**src/rtl/hs4_rx_bridge_pkg.sv**
```systemverilog
// Shared types and sizing helpers for the 4-phase receive bridge.
package hs_pkg;

    localparam int DW_DEF = 4;

    typedef enum logic {
        IDLE = 1'b0,
        ACK  = 1'b1
    } hs_state_e;

    // Occupancy needs one extra bit so that a full FIFO (level == DEPTH) is representable.
    function automatic int level_w(input int depth);
        return $clog2(depth) + 1;
    endfunction

endpackage

```
**src/rtl/hs4_rx_bridge_fifo.sv**
```systemverilog
// Small first-word fall-through FIFO; the head reads as zero while empty.
module hs_sync_fifo
    import hs_pkg::*;
#(
    parameter int DW    = DW_DEF,
    parameter int DEPTH = 4
) (
    input  logic                      clk,
    input  logic                      rst_n,
    input  logic                      push,
    input  logic [DW-1:0]             push_data,
    input  logic                      pop,
    output logic [DW-1:0]             head_data,
    output logic                      empty,
    output logic                      full,
    output logic [level_w(DEPTH)-1:0] level
);

    localparam int AW = $clog2(DEPTH);
    localparam int LW = level_w(DEPTH);

    logic [DW-1:0] mem_q [DEPTH];
    logic [AW-1:0] wr_ptr_q;
    logic [AW-1:0] rd_ptr_q;
    logic [LW-1:0] count_q;
    logic [LW-1:0] count_d;

    always_comb begin
        count_d = count_q;
        case ({push, pop})
            2'b10:   count_d = count_q + 1'b1;
            2'b01:   count_d = count_q - 1'b1;
            default: count_d = count_q;
        endcase
    end

    // Pointers are AW bits wide, so they wrap modulo DEPTH on their own.
    always_ff @(posedge clk or negedge rst_n) begin
        if (!rst_n) begin
            wr_ptr_q <= '0;
            rd_ptr_q <= '0;
            count_q  <= '0;
        end else begin
            if (push) wr_ptr_q <= wr_ptr_q + 1'b1;
            if (pop)  rd_ptr_q <= rd_ptr_q + 1'b1;
            count_q <= count_d;
        end
    end

    always_ff @(posedge clk) begin
        if (push) mem_q[wr_ptr_q] <= push_data;
    end

    assign empty     = (count_q == '0);
    assign full      = (count_q == LW'(DEPTH));
    assign level     = count_q;
    assign head_data = empty ? '0 : mem_q[rd_ptr_q];

endmodule

```
**src/rtl/hs4_rx_bridge.sv**
```systemverilog
// Clocked receiver for 4-phase bundled-data tokens: synchronises Rin, captures
// data_in into a FIFO and returns Ain, presenting tokens on a valid/ready port.
module hs4_rx_bridge
    import hs_pkg::*;
#(
    parameter int DW          = DW_DEF,
    parameter int DEPTH       = 4,
    parameter int SYNC_STAGES = 2
) (
    input  logic                      clk,
    input  logic                      reset,
    input  logic                      Rin,
    input  logic [DW-1:0]             data_in,
    output logic                      Ain,
    output logic                      out_valid,
    output logic [DW-1:0]             out_data,
    input  logic                      out_ready,
    output logic [level_w(DEPTH)-1:0] level,
    output logic                      stalled
);

    logic [SYNC_STAGES-1:0] sync_q;
    logic                   rin_s;
    hs_state_e              state_q;
    hs_state_e              state_d;
    logic                   push;
    logic                   pop;
    logic                   push_ok;
    logic                   fifo_empty;
    logic                   fifo_full;

    always_ff @(posedge clk or negedge reset) begin
        if (!reset) sync_q <= '0;
        else        sync_q <= {sync_q[SYNC_STAGES-2:0], Rin};
    end

    assign rin_s     = sync_q[SYNC_STAGES-1];
    assign out_valid = !fifo_empty;
    assign pop       = out_valid && out_ready;
    // A full FIFO can still take a token when the head leaves in the same cycle.
    assign push_ok   = !fifo_full || pop;

    always_ff @(posedge clk or negedge reset) begin
        if (!reset) state_q <= IDLE;
        else        state_q <= state_d;
    end

    always_comb begin
        state_d = state_q;
        case (state_q)
            IDLE:    if (rin_s && push_ok) state_d = ACK;
            ACK:     if (!rin_s)           state_d = IDLE;
            default: state_d = IDLE;
        endcase
    end

    // Ain is the state register itself, so it is glitch-free toward the STG.
    always_comb begin
        Ain     = (state_q == ACK);
        push    = (state_q == IDLE) && rin_s && push_ok;
        stalled = (state_q == IDLE) && rin_s && fifo_full && !pop;
    end

    hs_sync_fifo #(
        .DW    (DW),
        .DEPTH (DEPTH)
    ) u_fifo (
        .clk       (clk),
        .rst_n     (reset),
        .push      (push),
        .push_data (data_in),
        .pop       (pop),
        .head_data (out_data),
        .empty     (fifo_empty),
        .full      (fifo_full),
        .level     (level)
    );

endmodule

```
**config.mk**
```make
export PLATFORM = sky130hd
export DESIGN_NAME = hs4_rx_bridge
export DESIGN_NICKNAME = d
export VERILOG_FILES = /design/src/rtl/hs4_rx_bridge_pkg.sv /design/src/rtl/hs4_rx_bridge_fifo.sv /design/src/rtl/hs4_rx_bridge.sv
export SDC_FILE = /design/constraint.sdc
export NUM_CORES = 1
export LEC_CHECK = 0
export ABC_CLOCK_PERIOD_IN_PS = 3000
export CAP_MARGIN = 10
export CORE_UTILIZATION = 45
export DETAILED_ROUTE_END_ITERATION = 6
export GPL_ROUTABILITY_DRIVEN = 0
export PLACE_DENSITY = 0.75
export SLEW_MARGIN = 20
export SYNTH_ARGS = -nofsm -noshare
export SYNTH_HDL_FRONTEND = slang
export SYNTH_SLANG_ARGS = --single-unit
```
**constraint.sdc**
```tcl
create_clock -name clk -period 3 [get_ports clk]
set_input_delay 0.9 -clock clk [delete_from_list [all_inputs] [get_ports clk]]
set_output_delay 0.9 -clock clk [all_outputs]
set_load 0.005 [all_outputs]
```
After elaboration in Yosys (flattened, before gate mapping)
Memory sizes are Yosys's and may differ from the RTL's. Index checks and enable logic that the tools add are counted.

Bits of input ports: 8. Output and inout port bits: 10. Register bits: 10. ROM bits: 0. Memory bits (writable): 16. Memories kept: 1. Word-level logic and storage cells: 33. Bits in latches: 0.

Order comparisons: 0. Reductions and logical operators: 12. Add/subtract/negate cells: 4. Multiplexer cells: 7. Equality and inequality tests: 3. Divide/modulo/power cells: 0. Bitwise operators: 1. Multipliers: 0. Shift operators: 0.

Memory list: u_fifo.mem_q (depth 4, bits a word 4, read ports 1, clocked after memory_dff 0, write ports 1, line hs4_rx_bridge_fifo.sv:22) `logic [DW-1:0] mem_q [DEPTH];`.

Operators with widths (count): logical AND 1 bit (6); one-hot mux 3 bit (2 select lines) (1); adder 2 x 1 -> 2 bit (second input constant) (2); two-way mux 1 bit (4); two-way mux 4 bit (1); adder 3 x 1 -> 3 bit (second input constant) (1); == test 3 bit (second input constant) (1); logical NOT 1 bit (3); logical NOT 3 bit (1); subtractor 3 x 1 -> 3 bit (second input constant) (1); == test 2 x 1 -> 1 bit (second input constant) (1); == test 2 bit (second input constant) (1); one-hot mux 1 bit (2 select lines) (1); nonzero test 2 bit (1); logical OR 1 bit (1); NOT 1 bit (1).

Logic depth before layout (Yosys ltp)
Depth in word-level cells: 7. Mapped depth: 10. Depth with buffers taken out: 9.

Hierarchy
Synthesis repeated with hierarchy kept, for this count alone.

Cells, all modules: 71. Area total of the unflattened synthesis: 1144.8 um2.

Modules (own cells, without submodules): hs_sync_fifo (area each 1002.2 um2, cells an instance 61, sequential area each 655.6 um2, instances 1); hs4_rx_bridge (area each 142.6 um2, cells an instance 10, sequential area each 75.1 um2, instances 1).

Worst setup path after synthesis
Ideal clock, no wire load.

Kind: input -> register. Start point: in out_ready. End point: reg u_fifo.count_q[2] (netlist: u_fifo.level[2]). Required time: 2921 ps. Stages on the path: 10. Buffers on the path: 1. Data arrival time: 2715 ps. Setup time: 79 ps. Path slack: 206 ps. Cell sequence: or4b_4 -> and3b_1 -> buf_6 -> inv_1 -> ha_1 -> inv_1 -> fa_1 -> xor2_1 -> nor2_1 -> xor2_1.

Word-level cells in the longest chain between the ends: 5. Elaborated cells between the ends (all ways): 7. Those cells by class: eq/ne: 2; mux: 1; reduce/logical: 4.

Ends and longest elaborated chain: start: declaration (line hs4_rx_bridge.sv:17) `input logic out_ready,`; logical AND 1 bit (*) (line hs4_rx_bridge.sv:39) `assign pop = out_valid && out_ready;`; logical OR 1 bit (line hs4_rx_bridge.sv:41) `assign push_ok = !fifo_full || pop;`; logical AND 1 bit (line hs4_rx_bridge.sv:60) `push = (state_q == IDLE) && rin_s && push_ok;`; == test 2 x 1 -> 1 bit / == test 2 bit (equally long branches) (line hs4_rx_bridge_fifo.sv:30) `case ({push, pop})`; one-hot mux 3 bit (2 select lines) / nonzero test 2 bit (equally long branches); end signal: assignment (line hs4_rx_bridge_fifo.sv:46) `count_q <= count_d;`; end: declaration (line hs4_rx_bridge_fifo.sv:25) `logic [LW-1:0] count_q;`.

Mark *: on every way between the ends. The rest lies on a longest branch, timed or not. A chain may end at the register's enable or synchronous reset.

Worst setup path in the final report
Start point: in out_ready. End point: out stalled.

Word-level cells in the longest chain between the ends: 3.

Ends and longest elaborated chain: logical AND 1 bit (line hs4_rx_bridge.sv:39); logical NOT 1 bit (line hs4_rx_bridge.sv:61) `stalled = (state_q == IDLE) && rin_s && fifo_full && !pop;`; logical AND 1 bit (line hs4_rx_bridge.sv:61); end: declaration (line hs4_rx_bridge.sv:19) `output logic stalled`.

No other way between the ends.

==> results.toml <==
[outcome]
outcome = "complete, no violations"

[synth]
synth_edf_count = 16
syn_inst = 70
synth_area_leaders = "edfxtp_1 (42%), dfrtp_1 (22%), mux4_2 (7.9%)"
synth_cell_types = 22
synth_ff_type = "edfxtp_1"
syn_nets = 84
avgSynthCellArea_um2 = 16.2
synth_top_area_share_pct = 42.3
synth_top_area_cell = "edfxtp_1"
seq_area_frac_synth_pct = 64.4
synth-seq-cells = 26
synthArstFlopShare_pct = 38.5
ys_warn_count = 0
synth.cell_area_mm2 = 0.00113

[power]
p_sw_uw = 336
p_seq_share_pct = 46.6
power_frac_comb_pct = 39.0
leakagePower_nw = 0.545
clkPwrFrac_pct = 14.4
p_per_area_mw_per_mm2 = 840
p_sw_share_pct = 28.8
p_int_uw = 831
ir_drop_mv = 0.533

[global_route]
overflow = 0
antenna_found_initial = 0
first_global_vias = 589
grt_max_degree = 15
grt_pass1_wl_mm = 2.72
grt_usage_pct = 14.4

[floorplanning]
die_h_um = 52.2
coreArea_mm2 = 0.00230
start_util_pct = 49.4
io_pins = 18
rows = 17
die_x_um = 52.2
dieArea_mm2 = 0.00273

[detailed_routing]
antenna_left = 0
vias = 588
wirelength_mm = 1.60
routed_via_density = 4.90
initialDrtViolationCount = 12
drt_pass1_iterations = 4
drc_errors = 0
wl_per_cell_um = 13.3

[critical_path]
cp_max_fo = 2
cp-end-kind = "output port"
crit_type = "in2out"
worst_setup_path_start_kind = "input pin"
cpPeakStageDelay_ps = 490
critPathArrivalTime_ps = 1940
crit_chain = "dlygate4sd2_1 > or4b_4 > nor3b_2 > buf_2"
critPathSlowestCell = "or4b_4"
cp_data_required_time_ps = 2100

[finish]
final_cell_mix = "edfxtp_1 (16), clkdlybuf4s50_1 (15), dfrtp_1 (9)"
areaGrowthSynthToFinish_pct = 22.3
fin_nets = 107
layout_commonest_cell = "edfxtp_1"
final_area_mm2 = 0.00139
drive_gt1_share_pct = 22.8
final_cells = 120
antennaDiodeCount = 0

[clock_tree]
htreeDepth = 1
clockBufferDepth = 2
cts_tree = "yes"
clk_latency_ps = 310
numClockSinks = 26
clockRootBuffer = "clkbuf_4"
cts_made_buffers = 3
clk_pin_slew_ps = 130

[placement]
dpl_worst_slack_ps = -514
dpl-instance-area_mm2 = 0.00134
placedCellCount = 115
numPortBuffers = 17
dp_hpwl_mm = 1.18

[sta]
fin_crit_sh_pct = 94.8
fin_crit_ps = 2840
fmax_mhz = 352
setup_viol = 0
slew_headroom_pct = 70.7
tns_ps = 0
rsz0062_at_grt = "false"
drv_slew = 0
finalHoldViolCount = 0
worst-slew-pin-transition_ps = 438
timing.hold.ws_ps = 371
worst_slack_ps = 156
skew_ps = 6.30

[worst_hold_path]
hold_path_class = "reg2reg"

[run]
drv_cap = 0
[synthesized netlist by cell type (2+ instances only)]
| library cell | n |
|---|---|
| edfxtp_1 | 16 |
| dfrtp_1 | 10 |
| inv_1 | 6 |
| and2_1 | 5 |
| ha_1 | 5 |
| and2_2 | 4 |
| mux4_2 | 4 |
| xnor2_1 | 3 |
| xor2_1 | 3 |
| clkbuf_1 | 2 |
[critical path, delay by kind of cell]
family,cells,cell delay (ps)
buf+inv,2,380
simple gates,2,660
[cell families (layout without fill, tap and decap cells)]
kind of cell / count (synthesis) / count (layout) / share of synthesized area (%)
flops: 26 / 26 / 64.4
simple gates: 16 / 16 / 9.70
buf+inv: 9 / 31 / 3.64
fa+ha+maj: 6 / 6 / 7.28
xor+xnor: 6 / 6 / 4.63
mux: 5 / 5 / 9.26
compound gates: 2 / 2 / 1.10
[metrics by stage]
step | power, mW | utilization (%)
2_1_floorplan | 0.804 | -
3_3_place_gp | 0.992 | 58.5
3_5_place_dp | 1.01 | 58.5
4_1_cts | 1.18 | 60.3
5_1_grt | 1.26 | 60.4
6_report | 1.17 | 60.4
[layer usage]
metal / vias to the layer above / wire, um / share of wire [%] / GRT usage (%)
met5: - / 0 / 0 / 0
met4: 0 / 0 / 0 / 5.26
met3: 0 / 68 / 4.3 / 3.19
met2: 9 / 784 / 49 / 22.0
met1: 294 / 747 / 47 / 20.4
li1: 285 / - / - / -
[registers in the layout, indices dropped and copies added, names as in the netlist]
register and cells:
Ain 1, sync_q 2, u_fifo.level 3, u_fifo.mem_q 16
u_fifo.rd_ptr_q 2, u_fifo.wr_ptr_q 2
[final cells by class]
type                    count  area, um2
well taps                  28       35.0
clock buffers               4       36.3
repair buffers             21        194
flip-flops and latches     26        732
inverters                   6       22.5
fillers                   187        910
multi-input cells          35        368
[worst paths after layout]
kind                                                   to  cells after the start                        start  slack [ps]
setup / recovery                                  stalled                      4                    out_ready         160
hold / removal                        sync_q[1]$_DFF_PN0_                      0          sync_q[0]$_DFF_PN0_         370
setup reg to reg              u_fifo.level[2]$_DFFE_PN0P_                     10  u_fifo.level[0]$_DFFE_PN0P_         530
hold reg to reg                       sync_q[1]$_DFF_PN0_                      0          sync_q[0]$_DFF_PN0_         370
max in group asynchronous  u_fifo.rd_ptr_q[0]$_DFFE_PN0P_                      1                        reset        1800
min in group asynchronous     u_fifo.level[0]$_DFFE_PN0P_                      1                        reset         880
[timing repair]
action | in CTS | in global routing
cloned | 0 | 0
endpoints found under the setup margin | 1 | 4
buffers inserted | 1 | 0
hold buffers | 0 | 0
gates resized for setup | 6 | 1
pin swaps | 2 | 0
[power by group through the flow]
| stage | clock network, mW | registers (mW) | logic (mW) |
|---|---|---|---|
| global placement | 0 | 0.548 | 0.444 |
| finish | 0.168 | 0.543 | 0.455 |
| detailed placement | 0 | 0.552 | 0.454 |
| floorplan | 0 | 0.517 | 0.287 |
| CTS | 0.175 | 0.544 | 0.460 |
| global route | 0.190 | 0.557 | 0.511 |
(Power assumes the default switching activity.)
